<file path="src/rtl/project_select_seq.sv">
// project_select_seq: break-before-make sequencer for per-project enables.
// Optional heartbeat watchdog in RUN is built when PROJ_WDT_EN is defined.
module project_select_seq #(
    parameter int NUM_PROJ   = 8,
    parameter int GAP_CYCLES = 4,
    parameter int RST_CYCLES = 16,
    parameter int WDT_CYCLES = 65535
) (
    input  logic                wb_clk_i,
    input  logic                rst_n,
    input  logic                sel_req,
    input  logic [3:0]          sel_id,
    input  logic                heartbeat,
    output logic [NUM_PROJ-1:0] active,
    output logic                proj_rst_n,
    output logic                busy,
    output logic                done,
    output logic                err,
    output logic [3:0]          cur_id,
    output logic                wdt_trip
);

    typedef enum logic [1:0] {
        S_IDLE,
        S_DRAIN,
        S_RST,
        S_RUN
    } state_t;

    localparam int MAX_GR  = (GAP_CYCLES > RST_CYCLES) ?
                             GAP_CYCLES : RST_CYCLES;
    localparam int CNT_MAX = (MAX_GR > WDT_CYCLES) ?
                             MAX_GR : WDT_CYCLES;
    localparam int CW      = $clog2(CNT_MAX + 1);

    localparam logic [CW-1:0] GAP_LD = CW'(GAP_CYCLES - 1);
    localparam logic [CW-1:0] RST_LD = CW'(RST_CYCLES - 1);
`ifdef PROJ_WDT_EN
    localparam logic [CW-1:0] WDT_LD = CW'(WDT_CYCLES - 1);
`endif
    localparam logic [4:0]          NP5 = 5'(NUM_PROJ);
    localparam logic [NUM_PROJ-1:0] ONE = NUM_PROJ'(1);
    localparam logic [3:0]          NONE = 4'hF;

    state_t              r_state;
    logic [CW-1:0]       r_cnt;
    logic [3:0]          r_tgt;
    logic [NUM_PROJ-1:0] r_active;
    logic                r_prst_n;
    logic                r_busy;
    logic                r_done;
    logic                r_err;
    logic [3:0]          r_cur;
    // Set when sel_req was low last cycle; cleared by reset so a
    // level already high at reset release is not taken as an edge.
    logic                r_req_low;

    logic w_edge;
    logic w_valid;
    logic w_desel;

    assign w_edge  = sel_req & r_req_low;
    assign w_valid = ({1'b0, sel_id} < NP5);
    assign w_desel = (sel_id == NONE);

`ifdef PROJ_WDT_EN
    logic r_hb_q;
    logic r_wdt;
    logic w_hb_chg;

    assign w_hb_chg = heartbeat ^ r_hb_q;
    assign wdt_trip = r_wdt;
`else
    logic w_unused_hb;

    assign w_unused_hb = heartbeat;
    assign wdt_trip    = 1'b0;
`endif

    always_ff @(posedge wb_clk_i) begin
        if (!rst_n) begin
            r_state   <= S_IDLE;
            r_cnt     <= '0;
            r_tgt     <= NONE;
            r_active  <= '0;
            r_prst_n  <= 1'b0;
            r_busy    <= 1'b0;
            r_done    <= 1'b0;
            r_err     <= 1'b0;
            r_cur     <= NONE;
            r_req_low <= 1'b0;
`ifdef PROJ_WDT_EN
            r_hb_q    <= 1'b0;
            r_wdt     <= 1'b0;
`endif
        end else begin
            r_req_low <= ~sel_req;
            r_done    <= 1'b0;
            r_err     <= 1'b0;
`ifdef PROJ_WDT_EN
            r_hb_q    <= heartbeat;
            r_wdt     <= 1'b0;
`endif
            unique case (r_state)
                S_IDLE: begin
                    if (w_edge) begin
                        if (w_valid) begin
                            r_tgt   <= sel_id;
                            r_cnt   <= GAP_LD;
                            r_busy  <= 1'b1;
                            r_state <= S_DRAIN;
                        end else if (w_desel) begin
                            r_done <= 1'b1;
                        end else begin
                            r_err <= 1'b1;
                        end
                    end
                end
                S_DRAIN: begin
                    if (w_edge) r_err <= 1'b1;
                    if (r_cnt == '0) begin
                        r_active <= ONE << r_tgt;
                        r_cur    <= r_tgt;
                        r_cnt    <= RST_LD;
                        r_state  <= S_RST;
                    end else begin
                        r_cnt <= r_cnt - 1'b1;
                    end
                end
                S_RST: begin
                    if (w_edge) r_err <= 1'b1;
                    if (r_cnt == '0) begin
                        r_prst_n <= 1'b1;
                        r_busy   <= 1'b0;
                        r_done   <= 1'b1;
`ifdef PROJ_WDT_EN
                        r_cnt    <= WDT_LD;
`endif
                        r_state  <= S_RUN;
                    end else begin
                        r_cnt <= r_cnt - 1'b1;
                    end
                end
                S_RUN: begin
                    if (w_edge) begin
                        if (w_valid) begin
                            r_tgt    <= sel_id;
                            r_cnt    <= GAP_LD;
                            r_active <= '0;
                            r_prst_n <= 1'b0;
                            r_cur    <= NONE;
                            r_busy   <= 1'b1;
                            r_state  <= S_DRAIN;
                        end else if (w_desel) begin
                            r_active <= '0;
                            r_prst_n <= 1'b0;
                            r_cur    <= NONE;
                            r_done   <= 1'b1;
                            r_state  <= S_IDLE;
                        end else begin
                            r_err <= 1'b1;
                        end
                    end
`ifdef PROJ_WDT_EN
                    // Expiry re-resets the same project; enable stays up.
                    else if (w_hb_chg) begin
                        r_cnt <= WDT_LD;
                    end else if (r_cnt == '0) begin
                        r_wdt    <= 1'b1;
                        r_prst_n <= 1'b0;
                        r_busy   <= 1'b1;
                        r_cnt    <= RST_LD;
                        r_state  <= S_RST;
                    end else begin
                        r_cnt <= r_cnt - 1'b1;
                    end
`endif
                end
                default: r_state <= S_IDLE;
            endcase
        end
    end

    assign active     = r_active;
    assign proj_rst_n = r_prst_n;
    assign busy       = r_busy;
    assign done       = r_done;
    assign err        = r_err;
    assign cur_id     = r_cur;

    a_onehot: assert property (
        @(posedge wb_clk_i) $countones(active) <= 1
    );

endmodule

</file>
<file path="config.mk">
export PLATFORM = sky130hd
export DESIGN_NAME = project_select_seq
export DESIGN_NICKNAME = d
export VERILOG_FILES = /design/src/rtl/project_select_seq.sv
export SDC_FILE = /design/constraint.sdc
export NUM_CORES = 1
export LEC_CHECK = 0
export BUFFER_PORTS_ARGS = -buffer_cell sky130_fd_sc_hd__buf_4
export CAP_MARGIN = 20
export CORE_UTILIZATION = 50
export DETAILED_ROUTE_END_ITERATION = 6
export HOLD_SLACK_MARGIN = 0.02
export PLACE_DENSITY = 0.7
export SYNTH_ARGS = -nofsm -noshare
export SYNTH_HDL_FRONTEND = slang
export SYNTH_SLANG_ARGS = --single-unit
</file>
<file path="constraint.sdc">
create_clock -name wb_clk_i -period 3 [get_ports wb_clk_i]
set_input_delay 0.6 -clock wb_clk_i [delete_from_list [all_inputs] [get_ports wb_clk_i]]
set_output_delay 0.6 -clock wb_clk_i [all_outputs]
set_load 0.05 [all_outputs]
</file>
==> results of run 1 <==
[metrics by stage]
stage | std cells | util (%) | area [um^2] | setup WS (ns) | hold slack [ns]
final | 290 | 61.6 | 2310 | 0.739 | 0.467
after global routing | 290 | 61.6 | 2310 | 0.593 | 0.499
after detailed placement | 282 | 58.0 | 2170 | 0.775 | 0.462
after global placement | 282 | 58.0 | 2170 | 0.794 | 0.454
after floorplan | 224 | - | 2010 | 1.12 | 0.450
after CTS | 290 | 61.6 | 2310 | 0.730 | 0.473
[cell usage after synthesis (all sizes together), types with 2 or more instances]
library cell	n
dfxtp	39
nor2	20
nand3	19
nand2	15
o21ai	12
inv	11
a21oi	10
o31ai	8
clkbuf	7
xnor2	7
a211oi	6
buf	6
ha	5
nor4	4
a2111oi	3
a31oi	3
nand3b	3
nor2b	3
nor3	3
nor4b	3
or3	3
xor2	3
and2	2
and3b	2
nand4	2
nor3b	2
o2bb2ai	2
o41ai	2
or4b	2
[how the worst max path moves through the flow]
stage                            start                     to  slack (ns)  cells past startpoint
6_report         r_cnt[0]$_SDFFE_PN0P_  r_cnt[6]$_SDFFE_PN0P_        0.74                      7
5_1_grt        r_state[0]$_SDFFE_PN0P_  r_cnt[2]$_SDFFE_PN0P_        0.59                      7
4_1_cts        r_state[0]$_SDFFE_PN0P_  r_cnt[2]$_SDFFE_PN0P_        0.73                      7
3_5_place_dp     r_cnt[0]$_SDFFE_PN0P_  r_cnt[6]$_SDFFE_PN0P_        0.77                      7
3_3_place_gp   r_state[0]$_SDFFE_PN0P_  r_cnt[2]$_SDFFE_PN0P_        0.79                      7
2_1_floorplan    r_cnt[0]$_SDFFE_PN0P_  r_cnt[6]$_SDFFE_PN0P_        1.12                      7
[state kept, by name, summed over array words and instances, names as in the netlist, 2 cells and up]
register	flops
r_cnt	16
r_state	2
cur_id	4
active	8
r_tgt	4
[cell usage in the layout, fill, tap and decap left out, types with 5 or more instances in the layout]
cell type	count
buf_4	23
a21oi_1	9
o21ai_1	9
clkbuf_8	5
inv_1	11
o31ai_1	8
nor2_1	20
ha_1	5
xnor2_1	7
dfxtp_1	39
nand3_1	19
nand2_1	14
[report_power, final]
part	internal, W	switching [W]	total [W]
clock	0.000332	0.000184	0.000516
sequential	0.000634	0.000141	0.000775
combinational	0.000537	0.000827	0.00136
[worst register-to-register path, cell delays in order (launching register included)]
cell and delay (ns):
dfxtp_1 0.42, inv_1 0.07, ha_1 0.22, nor3b_1 0.17, and4_1 0.39, a211oi_2 0.33, or4b_1 0.45, a21oi_1 0.14
[cells by family (layout without fill, tap and decap cells)]
logic type / count (synthesis) / count (layout) / synth area share (%)
flops: 39 / 39 / 38.9
simple gates: 87 / 87 / 25.6
mux: 2 / 2 / 1.06
compound gates: 55 / 55 / 20.4
fa+ha+maj: 5 / 5 / 3.12
xor+xnor: 10 / 10 / 4.37
other cells: 1 / 1 / 0.187
buf+inv: 25 / 43 / 6.36
[cell type report]
cell class | count | area (um^2)
repair buffers | 23 | 173
flip-flops and latches | 39 | 781
well taps | 48 | 60.1
fillers | 366 | 1440
clock buffers | 5 | 68.8
clock inverters | 3 | 67.6
multi-input cells | 160 | 1100
inverters | 12 | 58.8
[metal layers]
layer | share of wire [%] | wire length [um] | track usage, %
met5 | 0 | 0 | 0
met1 | 52 | 1950 | 27.1
met4 | 0.95 | 36 | 5.71
met2 | 45 | 1680 | 32.1
met3 | 2.9 | 108 | 4.17
==> reports/qor.csv, run 1 <==
stage,metric,value,unit
outcome,status,completed,
worst_setup_path,rrSetupSlack,0.74,ns
sta,skew,0.00630,ns
synth,yosys.area.top_type_share,38.9,%
final_layout,nets,254,
sta,min_period,2.26,ns
final_layout,diodes,0,
synth,yosys_warnings,0,
global_routing,grt_pass1_vias,1512,
worst_setup_path,cp_num_buf_inv,1,
clock_network,cts_resized,0,
synth,synth.net_count,237,
routing,dr.first_iter.drc_count,75,
floorplan,rows,22,
placed_design,gp_congestion,0.777,
clock_network,cts.htree.levels,2,
worst_setup_path,crit_chain,"inv_1, ha_1, nor3b_1, and4_1, a211oi_2, or4b_1, a21oi_1",
routing,drt-total-wl,3.78,mm
routing,wl_per_cell,13.0,um
floorplan,die_y,65.3,um
routing,first_pass_iters,4,
sta,worst_slew_pin_slew,0.554,ns
placed_design,io_buffers,22,
clock_network,numCtsBuffers,5,
global_routing,grt_first_pass_wirelength,6.76,mm
clock_network,postCtsSetupBuffers,0,
worst_hold_path,worst_hold_startpoint,cur_id[2]$_SDFFE_PN1P_,
floorplan,dieWidth,65.3,um
synth,yosysSeqAreaShare,38.9,%
synth,syn_avg_cell_area,8.95,um^2
worst_setup_path,critPathTopFamily,simple AND/OR/NAND/NOR gates,
global_routing,grt_util_all_layers,20.1,%
worst_setup_path,critPathCaptureType,flip-flop,
synth,ys_top_cells_by_area,"dfxtp_1, nand3_1, nor2_1",
final_layout,syn_to_final_growth,15.0,%
sta,drv_slew,0,
sta,clock.fmax,0.442,GHz
sta,rsz0062_at_grt,false,
run,maxCapViolations,0,
power_and_ir_drop,vdd_drop_max,0.00104,V
worst_setup_path,crit_arrival,2.48,ns
clock_network,cts.clk_slew.worst_paths,0.08,ns
sta,final-setup-viol-count,0,
routing,dr_total_vias,1612,
sta,finalCritPeriodShare,75.4,%
floorplan,dieArea,4270,um^2
worst_setup_path,cpPeakStageDelay,0.45,ns
synth,ys.flop_type,dfxtp_1,
worst_hold_path,hold_path.class,reg2reg,
worst_setup_path,worstReg2RegStart,r_cnt[0]$_SDFFE_PN0P_,
clock_network,clock_latency,0.29,ns
clock_network,cts_root_buf,clkbuf_8,
routing,route.detailed.drc,0,
worst_setup_path,cp-start-kind,flip-flop,
worst_setup_path,crit_type,reg2reg,
global_routing,overflow,0,
power_and_ir_drop,powerDensity,1150,nW/um^2
power_and_ir_drop,p_leak,0.906,nW
global_routing,antenna_found_initial,0,
worst_hold_path,hold_path_depth,2,
clock_network,cts_tree,yes,
worst_setup_path,critPathRequiredTime,3.22,ns
sta,hold_viol_final,0,
worst_setup_path,r2r.worst_path.cells,7,
final_layout,drive_gt1_share,19.4,%
worst_setup_path,timing.rr.end,r_cnt[6]$_SDFFE_PN0P_,
routing,avgViaCountPerCell,5.56,
floorplan,core-area,3740,um^2
synth,synth_largest_area_cell,dfxtp_1,
synth,ys_seq_elements,39,
clock_network,cts_buffer_depth,2,
synth,synthesis.area,2010,um^2
synth,synthArstFlopShare,0,%
floorplan,start_util,53.6,%
synth,synth_cell_types,60,
synth,synth_edf_count,0,
worst_hold_path,holdPathEnd,cur_id[2]$_SDFFE_PN1P_,
clock_network,cts_hold_buf,0,
sta,fin_setup_tns,0,ns
floorplan,pin_count,25,
worst_setup_path,crit_slowest_cell,or4b_1,
power_and_ir_drop,power.total,0.00265,W
global_routing,grt_max_degree,37,
worst_setup_path,cp_max_fo,12,
clock_network,cts_sinks,39,
sta,max-slew-margin-rel,63.1,%
placed_design,place.detailed.hpwl,2.67,mm
routing,drt.antenna.violating_nets,0,
synth,netlist_instances,224,
Power figures use the tool's default switching activity.
==> run 2, diff against run 1 <==
--- a/config.mk
+++ b/config.mk
@@ -5,12 +5,13 @@
 export SDC_FILE = /design/constraint.sdc
 export NUM_CORES = 1
 export LEC_CHECK = 0
+export ABC_AREA = 1
 export BUFFER_PORTS_ARGS = -buffer_cell sky130_fd_sc_hd__buf_4
 export CAP_MARGIN = 20
 export CORE_UTILIZATION = 50
 export DETAILED_ROUTE_END_ITERATION = 6
 export HOLD_SLACK_MARGIN = 0.02
-export PLACE_DENSITY = 0.7
+export PLACE_DENSITY = 0.72
 export SYNTH_ARGS = -nofsm -noshare
 export SYNTH_HDL_FRONTEND = slang
 export SYNTH_SLANG_ARGS = --single-unit
==> constraint.sdc (replaced) <==
create_clock -name wb_clk_i -period 2 [get_ports wb_clk_i]
set_input_delay 0.4 -clock wb_clk_i [delete_from_list [all_inputs] [get_ports wb_clk_i]]
set_output_delay 0.4 -clock wb_clk_i [all_outputs]
set_load 0.05 [all_outputs]
==> run 2 against run 1 <==
- cell area rose by 9.9%
- hold slack got worse by 0.21 ns
- clock power rose by 2%
- clock skew barely moved
- sequential power rose by 35%
- flip-flop and latch count did not move
- first-iteration DRC count rose by 39%
- power rose by 41%
- sequential share of layout area fell by 3.1 points
- register-to-register slack got worse by 0.53 ns
==> reports/qor.csv, run 2 <==
stage,metric,value,unit
synth,synth_top_family_by_area,simple AND/OR/NAND/NOR gates,
synth,netlist_instances,314,
routing,dr.first_iter.drc_count,104,
placed_design,place.detailed.hpwl,3.41,mm
final_layout,largest_reg_flops,16,
sta,max-slew-margin-rel,66.8,%
worst_setup_path,cpPeakStageDelay,0.41,ns
sta,final-setup-viol-count,0,
routing,avgViaCountPerCell,4.98,
synth,ys_top_cells_by_area,"dfxtp_1, nand2_1, nor2_1",
worst_setup_path,critPathRequiredTime,2.22,ns
worst_setup_path,crit_end,r_cnt[4]$_SDFFE_PN0P_,
synth,synthesis.area,2250,um^2
final_layout,diodes,0,
final_layout,final_common_cell,nand2_1,
clock_network,cts.htree.levels,2,
sta,hold_ws,0.261,ns
worst_setup_path,critPathTopFamily,buffers and inverters,
floorplan,pin_count,25,
synth,synthArstFlopShare,0,%
placed_design,dp_cells,384,
power_and_ir_drop,vdd_drop_max,0.000640,V
sta,drv_slew,0,
worst_setup_path,critPathLaunch,r_state[0]$_SDFFE_PN0P_,
routing,route.detailed.drc,0,
final_layout,top_register,r_cnt,
synth,synth-xor-area-share,0.778,%
placed_design,gp_congestion,0.856,
global_routing,grt_max_degree,17,
placed_design,io_buffers,22,
clock_network,cts_buffer_depth,2,
worst_setup_path,crit_arrival,2.01,ns
synth,synthMuxAreaShare,0,%
global_routing,overflow,0,
clock_network,postCtsSetupBuffers,0,
routing,drt.antenna.violating_nets,0,
worst_setup_path,r2r.worst_path.cells,8,
synth,yosys.area.top_type_share,34.7,%
sta,rsz0062_at_grt,false,
sta,fin_setup_tns,0,ns
floorplan,die_y,69.1,um
floorplan,dieWidth,69.1,um
worst_setup_path,crit_slowest_cell,dfxtp_1,
final_layout,nets,352,
worst_setup_path,critPathCaptureType,flip-flop,
outcome,status,completed,
worst_setup_path,crit_chain,"inv_1, ha_1, inv_1, a21oi_1, a21oi_4, buf_4, nand2_1, a21oi_1",
worst_setup_path,worstReg2RegStart,r_state[0]$_SDFFE_PN0P_,
clock_network,cts.clk_slew.worst_paths,0.08,ns
worst_setup_path,cp_max_fo,6,
synth,synth_cell_types,34,
clock_network,cts_root_buf,clkbuf_8,
sta,skew,0.00585,ns
synth,synth_largest_area_cell,dfxtp_1,
routing,drt-total-wl,4.49,mm
sta,clock.fmax,0.560,GHz
global_routing,antenna_found_initial,0,
clock_network,clock_latency,0.29,ns
floorplan,rows,24,
final_layout,stdcell_count,392,
worst_setup_path,cp_num_buf_inv,3,
worst_setup_path,rrSetupSlack,0.21,ns
sta,min_period,1.79,ns
power_and_ir_drop,powerDensity,1480,nW/um^2
worst_setup_path,cp-start-kind,flip-flop,
global_routing,grt_util_all_layers,20.6,%
floorplan,dieArea,4780,um^2
global_routing,grt_pass1_vias,1892,
worst_setup_path,timing.rr.end,r_cnt[4]$_SDFFE_PN0P_,
synth,synthSimpleGateAreaFrac,40.8,%
worst_hold_path,hold_path.class,in2reg,
synth,ys_seq_elements,39,
final_layout,syn_to_final_growth,12.6,%
floorplan,core-area,4350,um^2
synth,synth.most_common_cell,nand2_1,
synth,synth.net_count,327,
clock_network,numCtsBuffers,5,
sta,hold_viol_final,0,
sta,worst_slew_pin_slew,0.496,ns
synth,syn_avg_cell_area,7.17,um^2
synth,synth_edf_count,0,
clock_network,cts_sinks,39,
routing,dr_total_vias,1952,
synth,ys.flop_type,dfxtp_1,
synth,yosys.area_share.adder,2.78,%
global_routing,grt_first_pass_wirelength,8.11,mm
routing,wl_per_cell,11.5,um
final_layout,drive_gt1_share,24.4,%
final_layout,layout_common_cells,"nand2_1, nor2_1, inv_1, dfxtp_1, buf_4",
routing,first_pass_iters,4,
power_and_ir_drop,power.total,0.00375,W
floorplan,start_util,51.7,%
synth,yosys_warnings,0,
worst_setup_path,worst-path-stages,8,
run,maxCapViolations,0,
worst_setup_path,crit_type,reg2reg,
synth,yosysSeqAreaShare,34.7,%
synth,synth_compound_area_share,10.7,%
clock_network,cts_tree,yes,
synth,synthTopCellsByCount,"nand2_1, nor2_1, dfxtp_1, inv_1, a21oi_1",
sta,finalCritPeriodShare,89.3,%
power_and_ir_drop,p_leak,1.13,nW
-- run 2: cell types whose count changed after synthesis, moves of 4 or more --
cell	change
a21oi_1	+11
clkbuf_1	-4
inv_1	+28
nand2_1	+49
nand2_2	+11
nand2_4	+6
nand3_1	-12
nand3_2	+5
nand4_1	+15
nor2_1	+22
nor2_2	+16
nor2_4	+4
o31ai_1	-8
xnor2_1	-6
-- run 2: per-stage QoR --
stage	util [%]	area, um^2	setup slack (ns)
2_1_floorplan	-	2250	0.331
3_3_place_gp	56.3	2450	0.210
3_5_place_dp	56.3	2450	0.215
4_1_cts	58.2	2530	0.193
5_1_grt	58.2	2530	0.0680
6_report	58.2	2530	0.214
-- run 2: metal layers --
layer	vias to the layer above	wire [um]	GRT usage, %
met5	-	0	0
met4	0	40	6.12
met3	4	151	4.97
met2	29	2180	34.7
met1	873	2120	25.8
li1	1046	-	-
-- run 2: cell type report --
cell class | instances | area [um^2]
Sequential cell | 39 | 781
Clock inverter | 1 | 5.00
Inverter | 41 | 159
Clock buffer | 7 | 76.3
Fill cell | 412 | 1820
Tap cell | 52 | 65.1
Multi-Input combinational cell | 225 | 1250
Timing Repair Buffer | 27 | 203
-- run 2: power by group --
group | total (W) | leakage, nW | internal (W) | switching, W
Clock | 0.000525 | 0.0422 | 0.000245 | 0.000280
Combinational | 0.00217 | 0.774 | 0.000720 | 0.00145
Sequential | 0.00105 | 0.317 | 0.000925 | 0.000128
Total | 0.00375 | 1.13 | 0.00189 | 0.00186
-- run 2: how the worst min path moves through the flow --
| stage | start | end | slack, ns | cells past startpoint |
|---|---|---|---|---|
| 5_1_grt | sel_req | r_req_low$_SDFF_PN0_ | 0.26 | 2 |
| 3_5_place_dp | active[3]$_SDFFE_PN0P_ | active[3]$_SDFFE_PN0P_ | 0.46 | 2 |
| 3_3_place_gp | active[6]$_SDFFE_PN0P_ | active[6]$_SDFFE_PN0P_ | 0.46 | 2 |
| 2_1_floorplan | r_req_low$_SDFF_PN0_ | err$_SDFF_PN0_ | 0.44 | 2 |
| 4_1_cts | sel_req | r_req_low$_SDFF_PN0_ | 0.26 | 2 |
| 6_report | sel_req | r_req_low$_SDFF_PN0_ | 0.26 | 2 |
-- run 2: cell families (layout without fill, tap and decap cells) --
| family | after synthesis | count (layout) |
|---|---|---|
| other | 1 | 1 |
| AOI/OAI and AO/OA | 41 | 41 |
| DFF | 39 | 39 |
| adders and majority gates | 5 | 5 |
| buffers and inverters | 50 | 76 |
| xor gates and xnor gates | 2 | 2 |
| and+or+nand+nor | 176 | 176 |
-- run 2: what timing repair did --
action	in CTS	in global routing
endpoints found under the setup margin	0	1
hold buffers	0	0
resized for setup	0	1
==> run 3, diff against run 2 <==
--- a/config.mk
+++ b/config.mk
@@ -8,10 +8,9 @@
 export ABC_AREA = 1
 export BUFFER_PORTS_ARGS = -buffer_cell sky130_fd_sc_hd__buf_4
 export CAP_MARGIN = 20
-export CORE_UTILIZATION = 50
+export CORE_UTILIZATION = 30
 export DETAILED_ROUTE_END_ITERATION = 6
 export HOLD_SLACK_MARGIN = 0.02
-export PLACE_DENSITY = 0.72
 export SYNTH_ARGS = -nofsm -noshare
 export SYNTH_HDL_FRONTEND = slang
 export SYNTH_SLANG_ARGS = --single-unit
==> run 3 against run 2 <==
- setup slack improved by 0.034 ns
- via count increased by 1.7%
- fmax grew 1.9%
- flip-flop and latch count unchanged
- non-clock buffer count decreased by 1
- critical path depth is 1 higher
- clock power rose by 8.2%
- first-iteration DRC count is 47% lower
- critical endpoint is now r_cnt[5]$_SDFFE_PN0P_
- highest routed layer unchanged
==> reports/qor.csv, run 3 (synthesis results as in run 2) <==
stage,metric,value,unit
outcome,status,completed,
routing,drt-total-wl,4.83,mm
final_layout,largest_reg_flops,16,
power_and_ir_drop,power.total,0.00381,W
final_layout,nets,351,
routing,wl_per_cell,11.0,um
sta,hold_ws,0.269,ns
global_routing,grt_max_degree,18,
routing,first_pass_iters,4,
sta,fin_setup_tns,0,ns
worst_setup_path,crit_chain,"inv_1, ha_1, inv_1, nand2_1, nand2_4, inv_4, nand2_1, nor2_1, nor2_2",
clock_network,cts_resized,0,
sta,finalCritPeriodShare,87.6,%
floorplan,dieWidth,88.6,um
sta,min_period,1.75,ns
worst_setup_path,crit_arrival,1.94,ns
global_routing,grt_util_all_layers,13.4,%
worst_setup_path,crit_slowest_cell,dfxtp_1,
final_layout,diodes,0,
routing,avgViaCountPerCell,4.53,
sta,clock.fmax,0.571,GHz
floorplan,core-area,7250,um^2
worst_setup_path,critPathCaptureType,flip-flop,
sta,drv_slew,0,
final_layout,fillerInstances,783,
final_layout,layout_common_cells,"nand2_1, nor2_1, inv_1, dfxtp_1, buf_4",
sta,max-slew-margin-rel,65.0,%
clock_network,cts.htree.levels,2,
placed_design,gp_congestion,0.838,
final_layout,syn_to_final_growth,16.1,%
sta,hold_viol_final,0,
power_and_ir_drop,clkPwrFrac,14.9,%
worst_hold_path,hold_path_depth,2,
power_and_ir_drop,vdd_drop_max,0.000483,V
power_and_ir_drop,power.share.sequential,27.7,%
clock_network,numCtsBuffers,5,
routing,dr_total_vias,1985,
floorplan,die_y,88.6,um
worst_setup_path,cpPeakStageDelay,0.42,ns
global_routing,grt_pass1_vias,1856,
final_layout,final_common_cell,nand2_1,
run,maxCapViolations,0,
power_and_ir_drop,p_comb_share,57.4,%
power_and_ir_drop,p_int,0.00193,W
worst_setup_path,cp-start-kind,flip-flop,
clock_network,cts_hold_buf,0,
final_layout,top_register,r_cnt,
sta,final-setup-viol-count,0,
power_and_ir_drop,p_leak,1.14,nW
final_layout,stdcell_count,438,
placed_design,place.detailed.hpwl,3.56,mm
clock_network,cts_tree,yes,
power_and_ir_drop,powerDensity,1460,nW/um^2
final_layout,drive_gt1_share,24.5,%
worst_setup_path,crit_type,reg2reg,
placed_design,io_buffers,22,
clock_network,clock_latency,0.29,ns
clock_network,cts_sinks,39,
global_routing,antenna_found_initial,0,
sta,rsz0062_at_grt,false,
floorplan,start_util,31.1,%
global_routing,grt_first_pass_wirelength,8.20,mm
clock_network,postCtsSetupBuffers,0,
floorplan,dieArea,7860,um^2
sta,skew,0.00813,ns
worst_setup_path,cp_max_fo,14,
clock_network,cts_buffer_depth,2,
floorplan,rows,31,
power_and_ir_drop,swShare,49.2,%
global_routing,overflow,0,
worst_setup_path,r2r.worst_path.cells,9,
floorplan,pin_count,25,
clock_network,cts_root_buf,clkbuf_8,
sta,worst_slew_pin_slew,0.524,ns
worst_setup_path,critPathRequiredTime,2.19,ns
routing,drt.antenna.violating_nets,0,
routing,route.detailed.drc,0,
worst_hold_path,hold_path.class,in2reg,
clock_network,cts.clk_slew.worst_paths,0.08,ns
power_and_ir_drop,p_switching,0.00187,W
routing,dr.first_iter.drc_count,55,
placed_design,dp_cells,430,
-- run 3: cell types whose count changed in the layout (fill, tap and decap cells not counted) --
cell / before / now
buf_4: 27 / 25
clkbuf_1: 2 / 0
buf_12: 0 / 1
clkbuf_8: 5 / 6
clkinv_2: 1 / 0
clkinv_4: 0 / 1
clkinvlp_4: 0 / 1
nand2_1: 62 / 63
nand2_2: 13 / 12
-- run 3: cell type report --
type / count / area [um^2] / share of cell area (%)
clock buffer: 6 / 82.6 / 3.16
clock inverter: 2 / 16.3 / 0.622
inverter: 41 / 159 / 6.08
multi-input combinational: 225 / 1240 / 47.6
sequential: 39 / 781 / 29.9
tap: 99 / 124 / 4.74
timing repair buffer: 26 / 208 / 7.95
-- run 3: final timing paths --
check / start / endpoint / slack (ns)
min reg2reg: active[4]$_SDFFE_PN0P_ / active[4]$_SDFFE_PN0P_ / 0.47
max: r_state[0]$_SDFFE_PN0P_ / r_cnt[5]$_SDFFE_PN0P_ / 0.25
min: sel_req / r_req_low$_SDFF_PN0_ / 0.27
max reg2reg: r_state[0]$_SDFFE_PN0P_ / r_cnt[5]$_SDFFE_PN0P_ / 0.25
-- run 3: power groups by stage --
stage                     combinational [W]  clock, W  sequential (W)
after global routing                0.00242  0.000623         0.00108
after floorplan                     0.00174         0         0.00116
after CTS                           0.00219  0.000592         0.00106
after detailed placement            0.00219         0         0.00107
after global placement              0.00216         0         0.00107
final                               0.00218  0.000568         0.00106
-- run 3: worst max-delay path: cells and delay by family, from the launching register on --
family                   cells  cell delay, ns
flip-flops                   1            0.42
buffers and inverters        3            0.39
adder cells (fa/ha/maj)      1            0.34
AND/OR/NAND/NOR              5            0.50
-- run 3: per-layer routing --
layer | GRT usage (%) | wire, um | up-vias
met4 | 4.11 | 38 | 0
li1 | - | - | 1055
met5 | 0 | 0 | -
met1 | 17.0 | 2340 | 894
met3 | 3.54 | 181 | 4
met2 | 22.2 | 2270 | 32
-- run 3: per-stage QoR --
step | instance area [um^2] | setup slack, ns | utilization (%)
final | 2610 | 0.248 | 36.0
after CTS | 2610 | 0.252 | 36.0
after floorplan | 2250 | 0.331 | -
after global routing | 2610 | 0.127 | 36.0
after detailed placement | 2510 | 0.268 | 34.7
after global placement | 2510 | 0.275 | 34.7
